<file path="src/rtl/chip8_fb_arbiter_if.sv">
// Client handshakes and RAM port shared between the Chip-8 framebuffer arbiter and its environment.
// The arbiter takes the slave view; the clients plus the RAM model take the master view.
interface chip8_fb_arbiter_if #(
    parameter int ADDR_W = 8
);
    logic              vid_req;
    logic [ADDR_W-1:0] vid_addr;
    logic              vid_ack;
    logic [7:0]        vid_data;
    logic              blt_req;
    logic [ADDR_W-1:0] blt_addr;
    logic [7:0]        blt_data;
    logic              blt_ack;
    logic              blt_collision;
    logic              clr_req;
    logic              clr_busy;
    logic [ADDR_W-1:0] mem_addr;
    logic              mem_we;
    logic [7:0]        mem_wdata;
    logic [7:0]        mem_rdata;

    modport slave (
        input  vid_req, vid_addr, blt_req, blt_addr, blt_data, clr_req, mem_rdata,
        output vid_ack, vid_data, blt_ack, blt_collision, clr_busy, mem_addr, mem_we, mem_wdata
    );

    modport master (
        output vid_req, vid_addr, blt_req, blt_addr, blt_data, clr_req, mem_rdata,
        input  vid_ack, vid_data, blt_ack, blt_collision, clr_busy, mem_addr, mem_we, mem_wdata
    );
endinterface

</file>
<file path="src/rtl/chip8_fb_arbiter.sv">
// Single-port framebuffer arbiter: scanout reads, blitter XOR read-modify-write and screen clear.
// Grants are evaluated only in IDLE with priority video, clear, blitter; nothing is preempted.
module chip8_fb_arbiter #(
    parameter int ADDR_W = 8
) (
    input logic               clk,
    input logic               reset,
    chip8_fb_arbiter_if.slave fb
);

    typedef enum logic [2:0] {IDLE, VID_RD, VID_CAP, BLT_RD, BLT_MOD, BLT_WR, CLR} state_e;

    state_e            state_q;
    logic [ADDR_W-1:0] addr_q;
    logic [ADDR_W-1:0] clr_cnt_q;
    logic [7:0]        data_q;
    logic [7:0]        new_q;
    logic              flag_q;
    logic              vid_ack_q;
    logic [7:0]        vid_data_q;
    logic              blt_ack_q;
    logic              blt_collision_q;
    logic              clr_pending_q;

    logic              grant_vid;
    logic              grant_clr;
    logic              grant_blt;

    // A requester whose ack is still high is completing its handshake and must not be re-granted.
    assign grant_vid = (state_q == IDLE) && fb.vid_req && !vid_ack_q;
    assign grant_clr = (state_q == IDLE) && !grant_vid && clr_pending_q;
    assign grant_blt = (state_q == IDLE) && !grant_vid && !clr_pending_q && !fb.clr_req
                       && fb.blt_req && !blt_ack_q;

    always_ff @(posedge clk) begin
        if (reset) begin
            state_q         <= IDLE;
            vid_ack_q       <= 1'b0;
            vid_data_q      <= 8'h00;
            blt_ack_q       <= 1'b0;
            blt_collision_q <= 1'b0;
            clr_cnt_q       <= '0;
            clr_pending_q   <= 1'b0;
        end else begin
            vid_ack_q <= 1'b0;
            blt_ack_q <= 1'b0;
            case (state_q)
                IDLE: begin
                    if (grant_vid)      state_q <= VID_RD;
                    else if (grant_clr) state_q <= CLR;
                    else if (grant_blt) state_q <= BLT_RD;
                end
                VID_RD:  state_q <= VID_CAP;
                VID_CAP: begin
                    vid_data_q <= fb.mem_rdata;
                    vid_ack_q  <= 1'b1;
                    state_q    <= IDLE;
                end
                BLT_RD:  state_q <= BLT_MOD;
                BLT_MOD: state_q <= BLT_WR;
                BLT_WR: begin
                    blt_ack_q       <= 1'b1;
                    blt_collision_q <= flag_q;
                    state_q         <= IDLE;
                end
                CLR: begin
                    clr_cnt_q <= clr_cnt_q + ADDR_W'(1);
                    if (&clr_cnt_q) clr_pending_q <= 1'b0;
                    state_q <= IDLE;
                end
                default: state_q <= IDLE;
            endcase
            // A new clear request restarts the sweep and overrides the end-of-sweep release.
            if (fb.clr_req) begin
                clr_pending_q <= 1'b1;
                clr_cnt_q     <= '0;
            end
        end
    end

    // NOTE: datapath registers carry no reset; every state that reads them is entered through a grant that reloads them.
    always_ff @(posedge clk) begin
        if (grant_vid) begin
            addr_q <= fb.vid_addr;
        end else if (grant_blt) begin
            addr_q <= fb.blt_addr;
            data_q <= fb.blt_data;
        end
        if (state_q == BLT_MOD) begin
            new_q  <= fb.mem_rdata ^ data_q;
            flag_q <= |(fb.mem_rdata & data_q);
        end
    end

    logic [ADDR_W-1:0] mem_addr_dec;
    logic              mem_we_dec;
    logic [7:0]        mem_wdata_dec;

    // NOTE: every decoded output gets a default before the case so no path infers a latch.
    always_comb begin
        mem_addr_dec  = fb.vid_addr;
        mem_we_dec    = 1'b0;
        mem_wdata_dec = 8'h00;
        case (state_q)
            VID_RD, BLT_RD: mem_addr_dec = addr_q;
            BLT_WR: begin
                mem_addr_dec  = addr_q;
                mem_we_dec    = 1'b1;
                mem_wdata_dec = new_q;
            end
            CLR: begin
                mem_addr_dec = clr_cnt_q;
                mem_we_dec   = 1'b1;
            end
            default: ;
        endcase
    end

    assign fb.mem_addr      = mem_addr_dec;
    assign fb.mem_we        = mem_we_dec & ~reset;
    assign fb.mem_wdata     = mem_wdata_dec;
    assign fb.vid_ack       = vid_ack_q;
    assign fb.vid_data      = vid_data_q;
    assign fb.blt_ack       = blt_ack_q;
    assign fb.blt_collision = blt_collision_q;
    assign fb.clr_busy      = clr_pending_q;

endmodule

</file>
<file path="src/flat_wrapper.sv">
// flat-port wrapper written by rule: the top's interface ports become plain ports
module chip8_fb_arbiter_flat 
#(
    parameter int ADDR_W = 8
)
  (clk, reset, fb_vid_req, fb_vid_addr, fb_blt_req, fb_blt_addr, fb_blt_data, fb_clr_req, fb_mem_rdata, fb_vid_ack, fb_vid_data, fb_blt_ack, fb_blt_collision, fb_clr_busy, fb_mem_addr, fb_mem_we, fb_mem_wdata);
  chip8_fb_arbiter_if #(.ADDR_W(ADDR_W)) fb_i ();
  input logic clk;
  input logic reset;
  input wire logic [$bits(fb_i.vid_req)-1:0] fb_vid_req;
  input wire logic [$bits(fb_i.vid_addr)-1:0] fb_vid_addr;
  input wire logic [$bits(fb_i.blt_req)-1:0] fb_blt_req;
  input wire logic [$bits(fb_i.blt_addr)-1:0] fb_blt_addr;
  input wire logic [$bits(fb_i.blt_data)-1:0] fb_blt_data;
  input wire logic [$bits(fb_i.clr_req)-1:0] fb_clr_req;
  input wire logic [$bits(fb_i.mem_rdata)-1:0] fb_mem_rdata;
  output wire logic [$bits(fb_i.vid_ack)-1:0] fb_vid_ack;
  output wire logic [$bits(fb_i.vid_data)-1:0] fb_vid_data;
  output wire logic [$bits(fb_i.blt_ack)-1:0] fb_blt_ack;
  output wire logic [$bits(fb_i.blt_collision)-1:0] fb_blt_collision;
  output wire logic [$bits(fb_i.clr_busy)-1:0] fb_clr_busy;
  output wire logic [$bits(fb_i.mem_addr)-1:0] fb_mem_addr;
  output wire logic [$bits(fb_i.mem_we)-1:0] fb_mem_we;
  output wire logic [$bits(fb_i.mem_wdata)-1:0] fb_mem_wdata;
  assign fb_i.vid_req = fb_vid_req;
  assign fb_i.vid_addr = fb_vid_addr;
  assign fb_i.blt_req = fb_blt_req;
  assign fb_i.blt_addr = fb_blt_addr;
  assign fb_i.blt_data = fb_blt_data;
  assign fb_i.clr_req = fb_clr_req;
  assign fb_i.mem_rdata = fb_mem_rdata;
  assign fb_vid_ack = fb_i.vid_ack;
  assign fb_vid_data = fb_i.vid_data;
  assign fb_blt_ack = fb_i.blt_ack;
  assign fb_blt_collision = fb_i.blt_collision;
  assign fb_clr_busy = fb_i.clr_busy;
  assign fb_mem_addr = fb_i.mem_addr;
  assign fb_mem_we = fb_i.mem_we;
  assign fb_mem_wdata = fb_i.mem_wdata;
  chip8_fb_arbiter #(.ADDR_W(ADDR_W)) u_core (.clk(clk), .reset(reset), .fb(fb_i));
endmodule
</file>
<file path="config.mk">
export PLATFORM = sky130hd
export DESIGN_NAME = chip8_fb_arbiter_flat
export DESIGN_NICKNAME = d
export VERILOG_FILES = /design/src/rtl/chip8_fb_arbiter_if.sv /design/src/rtl/chip8_fb_arbiter.sv /design/src/flat_wrapper.sv
export SDC_FILE = /design/constraint.sdc
export NUM_CORES = 1
export LEC_CHECK = 0
export BUFFER_PORTS_ARGS = -buffer_cell sky130_fd_sc_hd__buf_2
export CORE_UTILIZATION = 46
export CTS_CLUSTER_SIZE = 25
export DETAILED_ROUTE_END_ITERATION = 16
export PLACE_DENSITY = 0.77
export SKIP_LAST_GASP = 1
export SLEW_MARGIN = 20
export SYNTH_ARGS = -nofsm -noshare
export SYNTH_HDL_FRONTEND = slang
export SYNTH_SLANG_ARGS = --single-unit
</file>
<file path="constraint.sdc">
create_clock -name clk -period 1.9 [get_ports clk]
set_input_delay 0.285 -clock clk [delete_from_list [all_inputs] [get_ports clk]]
set_output_delay 0.285 -clock clk [all_outputs]
set_load 0.01 [all_outputs]
</file>
# ---- Yosys cells after proc, flatten, opt, wreduce, memory -nomap -nowiden
# Cells that the tools add are included.
# Widths: inputs -> output; s select.
dict set report classes {
  n_eq_ne 7
  addsub 1
  n_reduce_logical 24
  muxes 14
  n_shift 0
  order_cmp 0
  n_mul 0
  div_mod_pow 0
  bitwise_logic 5
}
# cell n
set ops {}
lappend ops {{$mux 8} 3}
lappend ops {{$pmux 8 s2} 1}
lappend ops {{$pmux 3 s4} 1}
lappend ops {{$eq 3x3->1 const B} 3}
lappend ops {{$mux 3} 3}
lappend ops {{$add 8x1->8 const B} 1}
lappend ops {{$and 8x8->8} 1}
lappend ops {{$logic_and 1x1->1} 8}
lappend ops {{$reduce_and 8->1} 1}
lappend ops {{$reduce_or 8->1} 1}
lappend ops {{$xor 8x8->8} 1}
lappend ops {{$eq 3x2->1 const B} 2}
lappend ops {{$mux 1} 6}
lappend ops {{$reduce_bool 2->1} 3}
lappend ops {{$logic_not 1->1} 5}
lappend ops {{$ne 4x1->1 const B} 1}
lappend ops {{$reduce_and 2->1} 2}
lappend ops {{$reduce_or 2->1} 2}
lappend ops {{$eq 3x1->1 const B} 1}
lappend ops {{$logic_not 3->1} 1}
lappend ops {{$reduce_or 3->1} 1}
lappend ops {{$not 1->1} 2}
lappend ops {{$and 1x1->1} 1}
dict set report word_totals {
  register_bits 48
  latchBits 0
  romBits 0
  mem_bits_rw 0
  n_memories 0
  out_inout_bits 29
}

# ---- Depth between registers and ports, before layout
dict set report logic_depth {
  depth_word 13
  ltp_mapped 5
}

# ---- Least setup slack after synthesis
# Ideal clock, no wire load.
dict set report synth_timing {
  path_type {register to register}
  startpoint {register u_core.state_q[0]}
  endpoint {register u_core.addr_q[0] (enable)}
  path_stages_with_launch 5
  period_less_slack_ns 1.851
  path_slack_ns 0.049
  n_path_buf 1
  setup_ns 0.384
  arrival_ns 1.467
  required_ns 1.516
  path_cell_list {dfxtp_1 buf_6 nor3_1 nand2_1 o21ai_0}
}
dict set report synth_between {
  elab_chain_len 10
}
# item line_no
set synth_lines {}
lappend synth_lines {{from (decl)} chip8_fb_arbiter.sv:13} ;# state_e state_q;
lappend synth_lines {{from (signal assigned)} chip8_fb_arbiter.sv:37} ;# state_q <= IDLE;
lappend synth_lines {{from (signal assigned)} chip8_fb_arbiter.sv:49} ;# if (grant_vid) state_q <= VID_RD;
lappend synth_lines {{from (signal assigned)} chip8_fb_arbiter.sv:50} ;# else if (grant_clr) state_q <= CLR;
lappend synth_lines {{$logic_not 3->1 *} {chip8_fb_arbiter.sv:30, chip8_fb_arbiter.sv:32}}
lappend synth_lines {{$logic_and 1x1->1 (2 in series)} chip8_fb_arbiter.sv:30} ;# assign grant_vid = (state_q == IDLE) && fb.vid_req && !vid_ack_q;
lappend synth_lines {{$logic_not 1->1} chip8_fb_arbiter.sv:32} ;# assign grant_blt = (state_q == IDLE) && !grant_vid && !clr_pending_q && !fb.clr_req
lappend synth_lines {{$logic_and 1x1->1 (3 in series)} chip8_fb_arbiter.sv:32}
lappend synth_lines {{$logic_and 1x1->1 (2 in series)} chip8_fb_arbiter.sv:33} ;# && fb.blt_req && !blt_ack_q;
lappend synth_lines {{$reduce_bool 2->1 (no line) *} --}
lappend synth_lines {{to (signal assigned)} chip8_fb_arbiter.sv:84} ;# addr_q <= fb.vid_addr;
lappend synth_lines {{to (signal assigned)} chip8_fb_arbiter.sv:86} ;# addr_q <= fb.blt_addr;
lappend synth_lines {{to (decl)} chip8_fb_arbiter.sv:14} ;# logic [ADDR_W-1:0] addr_q;
# Mark *: on every way between the ends. The rest lies on a longest branch, timed or not.
# A chain may end at the register's enable or synchronous reset.

# ---- Worst setup path after layout
dict set report layout_timing {
  startpoint {register u_core.state_q[1]}
  endpoint {output fb_mem_addr[6]}
}
dict set report layout_between {
  elab_chain_len 3
  word_cells_on_any_way 6
  cone_classes {4 x eq/ne; 1 x mux; 1 x reduce/logical}
}
# item line_no
set layout_lines {}
lappend layout_lines {{$eq 3x1->1, or another cell as far along} chip8_fb_arbiter.sv:104} ;# case (state_q)
lappend layout_lines {{$reduce_or 3->1 (no line)} --}
lappend layout_lines {{$pmux 8 s2 *} chip8_fb_arbiter.sv:104}
lappend layout_lines {{to (decl)} flat_wrapper.sv:22} ;# output wire logic [$bits(fb_i.mem_addr)-1:0] fb_mem_addr;
# Marked as above.

==> run metrics <==
Mapped Avg Cell Area 10.8 µm²; worst slew pin tran 0.453 ns; sequential area share after synthesis 0.524; max-cap violations 0; worst-path cell chain buf_4, and3_1, a211oi_1, a31oi_1, buf_2; largest family of logic cells by synthesized area simple AND/OR/NAND/NOR gates; dominant cell type by area after synthesis edfxtp_1; reg2reg end u_core.addr_q[4]; Vias/cell 5.29; endpoints failing setup 0; Post-Synthesis Cell Area 0.00231 mm²; Clock Sinks 48; dpl cells 339; hold_ws 0.158 ns; Adder-Cell Fraction of Synth Area 0.0487; final hold viol count 0; status completed; number of detailed-route iterations in the first pass 4; Synth top area share 0.325; fin crit period 1.78 ns; setup bufs post-CTS 0; r2r setup slk 0.18 ns; Clock Root Buffer clkbuf_8; DR iter-0 viols 65; Register-to-Register Path Depth 4; Post-CTS Hold Buffers 0; Global Route Usage Sum 0.194; Synth Area in Compound Gates 0.0969; IO buf count 65; fraction of layout cells with a size suffix above 1 0.350; core region area 0.00479 mm²; Synth-to-Final Area Change 21.9%; slowest CP cell dfxtp_1; final clock skew 0.0108 ns; final net count 325; Worst Setup EP fb_mem_addr[6]; unrepaired setup endpoints after global routing false; post-synth net total 259; period utilization 0.938; Non-Filler Instances 347; DIE HEIGHT 72.9 µm; Cell Rows 25; Inserted Clock Buffers 5; origin of the critical flop-to-flop path u_core.state_q[1]; vias in the first global route 1700; die outline width 72.9 µm; Total Die Area 0.00531 mm²; Crit Path Category register to output port; DR WL/cell 14.0 µm; final core occ 0.589; Clock transition at path regs 0.09 ns; most frequent cells in the layout buf_2 (65), edfxtp_1 (25), dfxtp_1 (22); initial antenna violation count 0; Crit path arrival time 1.50 ns; total number of vias 1834; GPL Wtd Cong 0.774; post-cts sizing count 1; CTS tree done; setup TNS 0 ns; grt total ovfl 0; initial core utilization 0.483; Worst Setup End Kind output port; CP max FO 10; Critical Path RT 1.62 ns; Synth area leaders edfxtp_1 (32%), dfxtp_1 (20%), ha_1 (4.9%), mux2_2 (4.4%), mux2i_1 (4.3%); Gate Count Post-Synth 213; post-synthesis mux area share 0.0872; Achievable Freq 561 MHz; Post-Synth XOR/XNOR Area 0.00758; Clock Latency Late Sink 0.30 ns; Slowest Stage Delay on Critical Path 0.40 ns; simple-gate share of the synthesized area 0.197; DRC Markers 0; largest net degree at the start of global routing 20; dpl hpwl 3.57 mm; worst vdd ir 0.511 mV; H-Tree Depth 2; Netlist cell types 39; Hold Crit Class input pin to register; # diodes 0; max_slew headroom 0.698; commonest non-fill, non-tap cell in the layout buf_2; Lkg Pwr 1.21 nW; Longest Clk Path Bufs 2; I/O pins 66; Critical Path Source u_core.state_q[1]; Pwr Total 2.44 mW; ANT nets after route 0; Final Max Tran Viols 0; cell area power density 865 mW/mm²; Synth Warn # 0; Worst setup SP type register; routed wire length 4.85 mm; #FFs+latches synth 48; first-pass GRT wire length 7.80 mm
[worst max-delay path: cells and delay by family (launching register included)]
kind | cells | cell delay, ns
AO/OA/AOI/OAI | 2 | 0.26
buffers and inverters | 2 | 0.36
flip-flops | 1 | 0.40
AND/OR/NAND/NOR | 1 | 0.17
[layer usage]
| layer | up-vias | wire (µm) | track usage |
|---|---|---|---|
| met5 | - | 0 | 0 |
| met3 | 11 | 273 | 0.0497 |
| met4 | 0 | 103 | 0.0806 |
| met2 | 53 | 2330 | 0.328 |
| met1 | 858 | 2140 | 0.235 |
| li1 | 912 | - | - |
[final cells by class]
| cell class | instances | area [µm²] |
|---|---|---|
| Timing Repair Buffer | 75 | 400 |
| Inverter | 2 | 7.51 |
| Fill cell | 415 | 1970 |
| Clock inverter | 1 | 7.51 |
| Clock buffer | 7 | 86.3 |
| Sequential cell | 48 | 1210 |
| Multi-Input combinational cell | 147 | 1020 |
| Tap cell | 67 | 83.8 |
[state kept, by name (all words and copies together), names as in the netlist, 3 cells and up]
signal and count:
u_core.data_q 8, u_core.fb.vid_data 8, u_core.clr_cnt_q 8, u_core.new_q 8
u_core.state_q 3, u_core.addr_q 8
[stage by stage]
stage / instance area (µm²) / setup slack (ns)
after floorplan: 2310 / 0.0486
after global placement: 2720 / 0.290
after detailed placement: 2720 / 0.250
after CTS: 2810 / 0.0132
after global routing: 2820 / 0.0252
final: 2820 / 0.118
[kinds of logic (layout without fill, tap and decap cells)]
family          count (synthesis)  in the layout
compound gates                 34             34
xor+xnor                        2              2
fa+ha+maj                       9              9
buf+inv                        18             85
flops                          48             48
mux                            19             19
simple gates                   83             83
[worst min path at each step]
| stage | start | end | depth (start not counted) |
|---|---|---|---|
| finish | fb_blt_data[3] | u_core.data_q[3] | 1 |
| global route | fb_blt_data[3] | u_core.data_q[3] | 1 |
| CTS | fb_blt_data[2] | u_core.data_q[2] | 1 |
| detailed placement | fb_blt_data[0] | u_core.data_q[0] | 1 |
| global placement | fb_blt_data[0] | u_core.data_q[0] | 1 |
| floorplan | fb_blt_data[0] | u_core.data_q[0] | 0 |
[synth_stat cells]
library cell and n:
o41ai_1 1, dfxtp_1 23, clkbuf_1 9, nor4_1 3, or2_2 1, o21ai_0 4
nor2_1 15, a21oi_1 6, or4_1 3, nand2_1 21, mux2_2 9, mux2i_1 10
and2_1 10, nor2b_1 3, nor3b_1 4, a2111oi_0 2, or3_1 3, nand4_1 1
buf_6 2, inv_1 2, and3_1 8, edfxtp_1 25, buf_4 1, a211oi_1 8
xnor2_1 1, o31ai_1 3, nand3b_1 1, nor3_1 3, buf_1 1, buf_2 2
ha_1 9, xor2_1 1, a31oi_1 9, nand2b_1 4, o311ai_0 1, and3b_1 1
clkbuf_2 1, nand3_1 1, nand4b_4 1
[power by group]
| group | leakage [nW] | internal, mW | switching [mW] |
|---|---|---|---|
| Sequential | 0.416 | 1.20 | 0.0375 |
| Combinational | 0.751 | 0.264 | 0.312 |
| Clock | 0.0445 | 0.296 | 0.329 |
(Power assumes the default switching activity.)
